[src/rtl/maj_chain_serial_eval.sv]
// Bit-serial evaluator for the majority-chain benchmark: one 3-bit group per beat,
// group majorities folded through a left-leaning MAJ chain, one result per frame.
module maj_chain_serial_eval #(
  parameter int NUM_GROUPS = 6,
  parameter int CNT_W      = 3
) (
  input  logic       clk,
  input  logic       rst_n,
  input  logic       in_valid,
  output logic       in_ready,
  input  logic [2:0] in_bits,
  input  logic       in_last,
  output logic       out_valid,
  input  logic       out_ready,
  output logic       out_result,
  output logic       out_frame_err,
  output logic       busy
);

  typedef enum logic [1:0] {IDLE, ACCUM, OUT} state_t;

  localparam logic [CNT_W-1:0] LAST_IDX = CNT_W'(NUM_GROUPS - 1);

  state_t           state_q, state_d;
  logic [CNT_W-1:0] cnt_q, cnt_d;
  logic             acc_q, acc_d;
  logic             prev_q, prev_d;
  logic             g0_q, g0_d;
  logic             g1_q, g1_d;
  logic             err_q, err_d;

  logic accept;
  logic m;
  logic lastBeat;

  function automatic logic maj3(input logic a, input logic b, input logic c);
    return (a & b) | (a & c) | (b & c);
  endfunction

  assign in_ready      = (state_q != OUT);
  assign out_valid     = (state_q == OUT);
  assign busy          = (state_q != IDLE);
  assign out_result    = acc_q;
  assign out_frame_err = err_q;

  assign accept   = in_valid && in_ready;
  assign m        = maj3(in_bits[0], in_bits[1], in_bits[2]);
  assign lastBeat = (state_q == ACCUM) && (cnt_q == LAST_IDX);

  // Groups 0 and 1 are parked until group 2 arrives to seed the chain.
  always_comb begin
    state_d = state_q;
    cnt_d   = cnt_q;
    acc_d   = acc_q;
    prev_d  = prev_q;
    g0_d    = g0_q;
    g1_d    = g1_q;
    err_d   = err_q;
    unique case (state_q)
      IDLE: begin
        if (accept) begin
          g0_d    = m;
          cnt_d   = CNT_W'(1);
          err_d   = in_last;
          state_d = ACCUM;
        end
      end
      ACCUM: begin
        if (accept) begin
          if (cnt_q == CNT_W'(1)) begin
            g1_d = m;
          end else if (cnt_q == CNT_W'(2)) begin
            acc_d  = maj3(g0_q, g1_q, m);
            prev_d = m;
          end else begin
            acc_d  = maj3(acc_q, prev_q, m);
            prev_d = m;
          end
          err_d = err_q | (in_last != lastBeat);
          if (lastBeat) begin
            state_d = OUT;
          end else begin
            cnt_d = cnt_q + CNT_W'(1);
          end
        end
      end
      OUT: begin
        if (out_ready) begin
          state_d = IDLE;
          cnt_d   = '0;
          err_d   = 1'b0;
        end
      end
      default: state_d = IDLE;
    endcase
  end

  always_ff @(posedge clk or negedge rst_n) begin
    if (!rst_n) begin
      state_q <= IDLE;
      cnt_q   <= '0;
      acc_q   <= 1'b0;
      prev_q  <= 1'b0;
      g0_q    <= 1'b0;
      g1_q    <= 1'b0;
      err_q   <= 1'b0;
    end else begin
      state_q <= state_d;
      cnt_q   <= cnt_d;
      acc_q   <= acc_d;
      prev_q  <= prev_d;
      g0_q    <= g0_d;
      g1_q    <= g1_d;
      err_q   <= err_d;
    end
  end

endmodule

[config.mk]
export PLATFORM = sky130hd
export DESIGN_NAME = maj_chain_serial_eval
export DESIGN_NICKNAME = d
export VERILOG_FILES = /design/src/rtl/maj_chain_serial_eval.sv
export SDC_FILE = /design/constraint.sdc
export NUM_CORES = 1
export LEC_CHECK = 0
export ABC_AREA = 1
export CAP_MARGIN = 20
export CORE_MARGIN = 4
export CORE_UTILIZATION = 45
export CTS_CLUSTER_DIAMETER = 60
export CTS_CLUSTER_SIZE = 40
export DETAILED_ROUTE_END_ITERATION = 12
export GPL_ROUTABILITY_DRIVEN = 0
export PLACE_DENSITY = 0.73
export SETUP_SLACK_MARGIN = 0.02
export SLEW_MARGIN = 20
export SYNTH_ARGS = -nofsm -noshare
export SYNTH_HDL_FRONTEND = slang
export SYNTH_SLANG_ARGS = --single-unit
[constraint.sdc]
create_clock -name clk -period 1.15 [get_ports clk]
set_input_delay 0.2875 -clock clk [delete_from_list [all_inputs] [get_ports clk]]
set_output_delay 0.2875 -clock clk [all_outputs]
set_load 0.01 [all_outputs]
==> key figures <==
Worst setup path
  – CP Data Required Time: 1.31 ns
  – Critical Path Source Type: flip-flop
  – Startpoint of the lowest-slack register-to-register path: state_q[1]
  – Worst-case register-to-register setup slack: -0.35 ns
  – Largest stage delay on the critical path: 0.40 ns
  – Arrival @ worst endpoint: 1.65 ns
  – Worst Reg-to-Reg Cells: 9
  – Cells along the critical path: buf_4, ha_4, inv_4, buf_6, nand2_8, o21ai_4, nand3_4, nand2_1, o21ai_1
  – Critical Path Sink Type: flip-flop
  – CP max stage cell: dfrtp_1
  – Category of the most critical setup path: flip-flop to flip-flop
  – Endpoint of the most critical register-to-register path: cnt_q[2]
  – Worst Path Max Fanout: 6

STA
  – Minimum clock period: 1.50 ns
  – Total setup violations reported at the end of the flow: 13
  – Unrepaired setup endpoints after global routing: yes
  – Setup TNS: -3.52 ns
  – Max-Slew Margin vs Limit: 84.3%
  – Crit share post-route: 130%
  – Setup slack after layout: -0.346 ns
  – Total count of hold-check failures in the final report: 0
  – Tightest Pin Transition: 0.235 ns
  – Number of pins with negative max-slew slack in the final report: 0
  – Maximum clock rate: 0.669 GHz
  – Clock Skews: 0.00522 ns

Clock network
  – Clock tree from TritonCTS: built
  – Clock tree root driver cell: clkbuf_4
  – Buffer depth of the longest clock path: 2
  – Sink Count: 10
  – Num CTS Buffers: 3
  – Clock Pin Slew Worst Setup and Hold Paths: 0.08 ns
  – Clock latency on the worst-skew pair: 0.28 ns
  – H-Tree Level Count: 1

Synth
  – Total number of yosys warnings: 0
  – Area fraction in and, or, nand and nor cells after synthesis: 29.9%
  – Part of the Yosys area used for sequential elements: 34.4%
  – Post-synthesis compound-gate area fraction: 11.4%
  – Post-synth net total: 111
  – Number of flip-flops and latches in the synthesized netlist: 10
  – Xor-xnor portion of the synthesized cell area: 1.20%
  – Largest family of logic cells by synthesized area: simple AND/OR/NAND/NOR gates
  – Synthesized area divided by synthesized cell count: 7.57 um2
  – Share of synthesized cell area in full adder, half adder and majority cells: 12.0%
  – Netlist cell types: 24
  – Netlist Area Pre-Place: 727 um2
  – Cell count after synthesis: 96
  – Share of synthesized area spent on multiplexers: 0%

Placement
  – Pre-CTS setup slack: -0.417 ns
  – Count of input and output buffers: 12
  – Placed instance area: 1000 um2
  – HPWL reported at the end of detailed placement: 1.28 mm

Finish
  – Fill count: 94
  – Area delta synth->final: 67.0%
  – Area taken by flip-flops and latches: 250 um2
  – Ant. Diodes: 0
  – Non-Filler Cell Area, Final: 1210 um2
  – Share of cells above drive strength 1: 49.2%
  – Combined area of the multi-input logic cells: 541 um2
  – Utilization after layout: 79.6%
  – Layout Nets: 148

Run status
  – Run status: complete, but fails checks
  – Violations in the final reports: setup timing

Power
  – Leakage power total: 0.590 nW
  – IR Drop Worst-Case VDD: 1780 uV
  – Pwr Density: 2800 nW/um2
  – PnR Total Power: 3.40 mW

Detailed routing
  – Final routed wirelength across all metal layers: 2.14 mm
  – Routed length on met1: 856 um
  – Initial DRC count: 9
  – Routed wire per std cell: 14.5 um
  – Uppermost layer routed: met4
  – Length of the first detailed-routing pass in iterations: 4
  – Met3 Routed Length: 61 um
  – Detail Route met2 WL: 1.16 mm
  – Post-route ant nets: 0
  – Routed via count: 757
  – Number of remaining DRC errors: 0
  – Via density per instance: 5.11

Floorplanning
  – Die outline width: 48.2 um
  – Die Ht: 48.2 um
  – Std cell rows: 14
  – Number of ports placed on the die boundary: 13
  – DIE AREA: 2320 um2
  – Standard cell core area: 1520 um2
  – Starting density of the core: 47.7%

GRT
  – Global-route wire length before repair: 3.11 mm
  – GRT Total Usage: 19.6%
  – Total overflow reported by the global router: 0
  – Vias in the first global route: 728
  – Largest net degree at the start of global routing: 11
  – Antenna violations before repair: 0

Min path
  – Worst hold-check path type: input pin to asynchronous set/reset pin

Flow run
  – Number of max-cap violations: 0
==> flip-flops by register name (all words and copies together), names as in the netlist <==
signal         flops
out_frame_err      1
g0_q               1
g1_q               1
out_result         1
cnt_q              3
prev_q             1
state_q            2
==> Yosys cell counts <==
library cell  instances  area [um2]
nand2_2               2        12.5
ha_1                  7        87.6
o21a_1                1        7.51
o21ai_1               5        25.0
nand4_1               1        6.26
a21oi_1               2        10.0
nand3_4               1        17.5
o21ai_2               1        8.76
a21oi_2               1        8.76
nor2_1                3        11.3
nand2_1              30         113
o21bai_1              1        7.51
or2_1                 1        6.26
dfrtp_1              10         250
inv_2                 2        7.51
nand3_1               5        25.0
nand3_2               1        10.0
inv_6                 1        8.76
nor2_4                1        11.3
inv_1                14        52.6
o21ai_0               3        15.0
xor2_1                1        8.76
nor3_1                1        5.00
buf_6                 1        11.3
==> worst max path at each step <==
stage	slack, ns	cells after the start	start	endpoint
2_1_floorplan	-0.11	9	state_q[1]	cnt_q[2]
3_3_place_gp	-0.39	4	state_q[1]	busy
3_5_place_dp	-0.42	4	state_q[1]	busy
4_1_cts	-0.26	4	state_q[1]	in_ready
5_1_grt	-0.40	9	state_q[1]	cnt_q[2]
6_report	-0.35	9	state_q[1]	cnt_q[2]
==> per-layer routing <==
metal | global-route usage [%] | vias to the layer above
met5 | 0 | -
met4 | 11.3 | 0
met3 | 1.48 | 7
met2 | 35.2 | 15
met1 | 22.4 | 361
li1 | - | 374
==> cell usage in the layout, fill, tap and decap left out, drive strengths merged <==
| master | Yosys | layout |
|---|---|---|
| nand3 | 7 | 7 |
| inv | 17 | 16 |
| or2 | 1 | 1 |
| o21ai | 9 | 9 |
| a21oi | 3 | 3 |
| o21a | 1 | 1 |
| xor2 | 1 | 1 |
| buf | 1 | 26 |
| clkdlybuf4s50 | 0 | 7 |
| nor2 | 4 | 4 |
| o21bai | 1 | 1 |
| nand2 | 32 | 32 |
| dfrtp | 10 | 10 |
| nand4 | 1 | 1 |
| clkinv | 0 | 1 |
| clkbuf | 0 | 4 |
| nor3 | 1 | 1 |
| ha | 7 | 7 |
==> through the flow <==
step                      cells  hold slack [ns]
final                       148            0.293
after global routing        148            0.312
after CTS                   148            0.308
after detailed placement    138            0.457
after global placement      138            0.454
after floorplan              96         -0.00809
==> kinds of logic after synthesis <==
kind of cell / count (synthesis)
XOR/XNOR: 1
buffers and inverters: 18
AND/OR/NAND/NOR: 46
AO/OA/AOI/OAI: 14
adder cells (fa/ha/maj): 7
flip-flops: 10
==> area by class of cell <==
type / instances / share of cell area, %
inverter: 17 / 6.29
multi-input combinational: 68 / 44.5
clock buffer: 4 / 2.99
tap: 16 / 1.65
timing repair buffer: 33 / 23.9
sequential: 10 / 20.6
==> worst max-delay path: cells and delay by family (launching register included) <==
kind                       cells  cell delay, ns
DFF                            1            0.40
buffers and inverters          3            0.34
and+or+nand+nor                3            0.29
adders and majority gates      1            0.17
AOI/OAI and AO/OA              2            0.17
==> report_power, final <==
group	internal [mW]	leakage (nW)	total, mW	switching [mW]
clock	0.193	0.0210	0.340	0.147
combinational	1.17	0.444	2.44	1.27
sequential	0.510	0.125	0.620	0.110
total	1.88	0.590	3.40	1.52
==> what timing repair did <==
action,4_1_cts,5_1_grt
setup endpoints to repair,15,13
gates resized for setup,37,24
hold buffers,0,0
pin swaps,7,11
buffers inserted,6,1
Power figures use the tool's default switching activity.
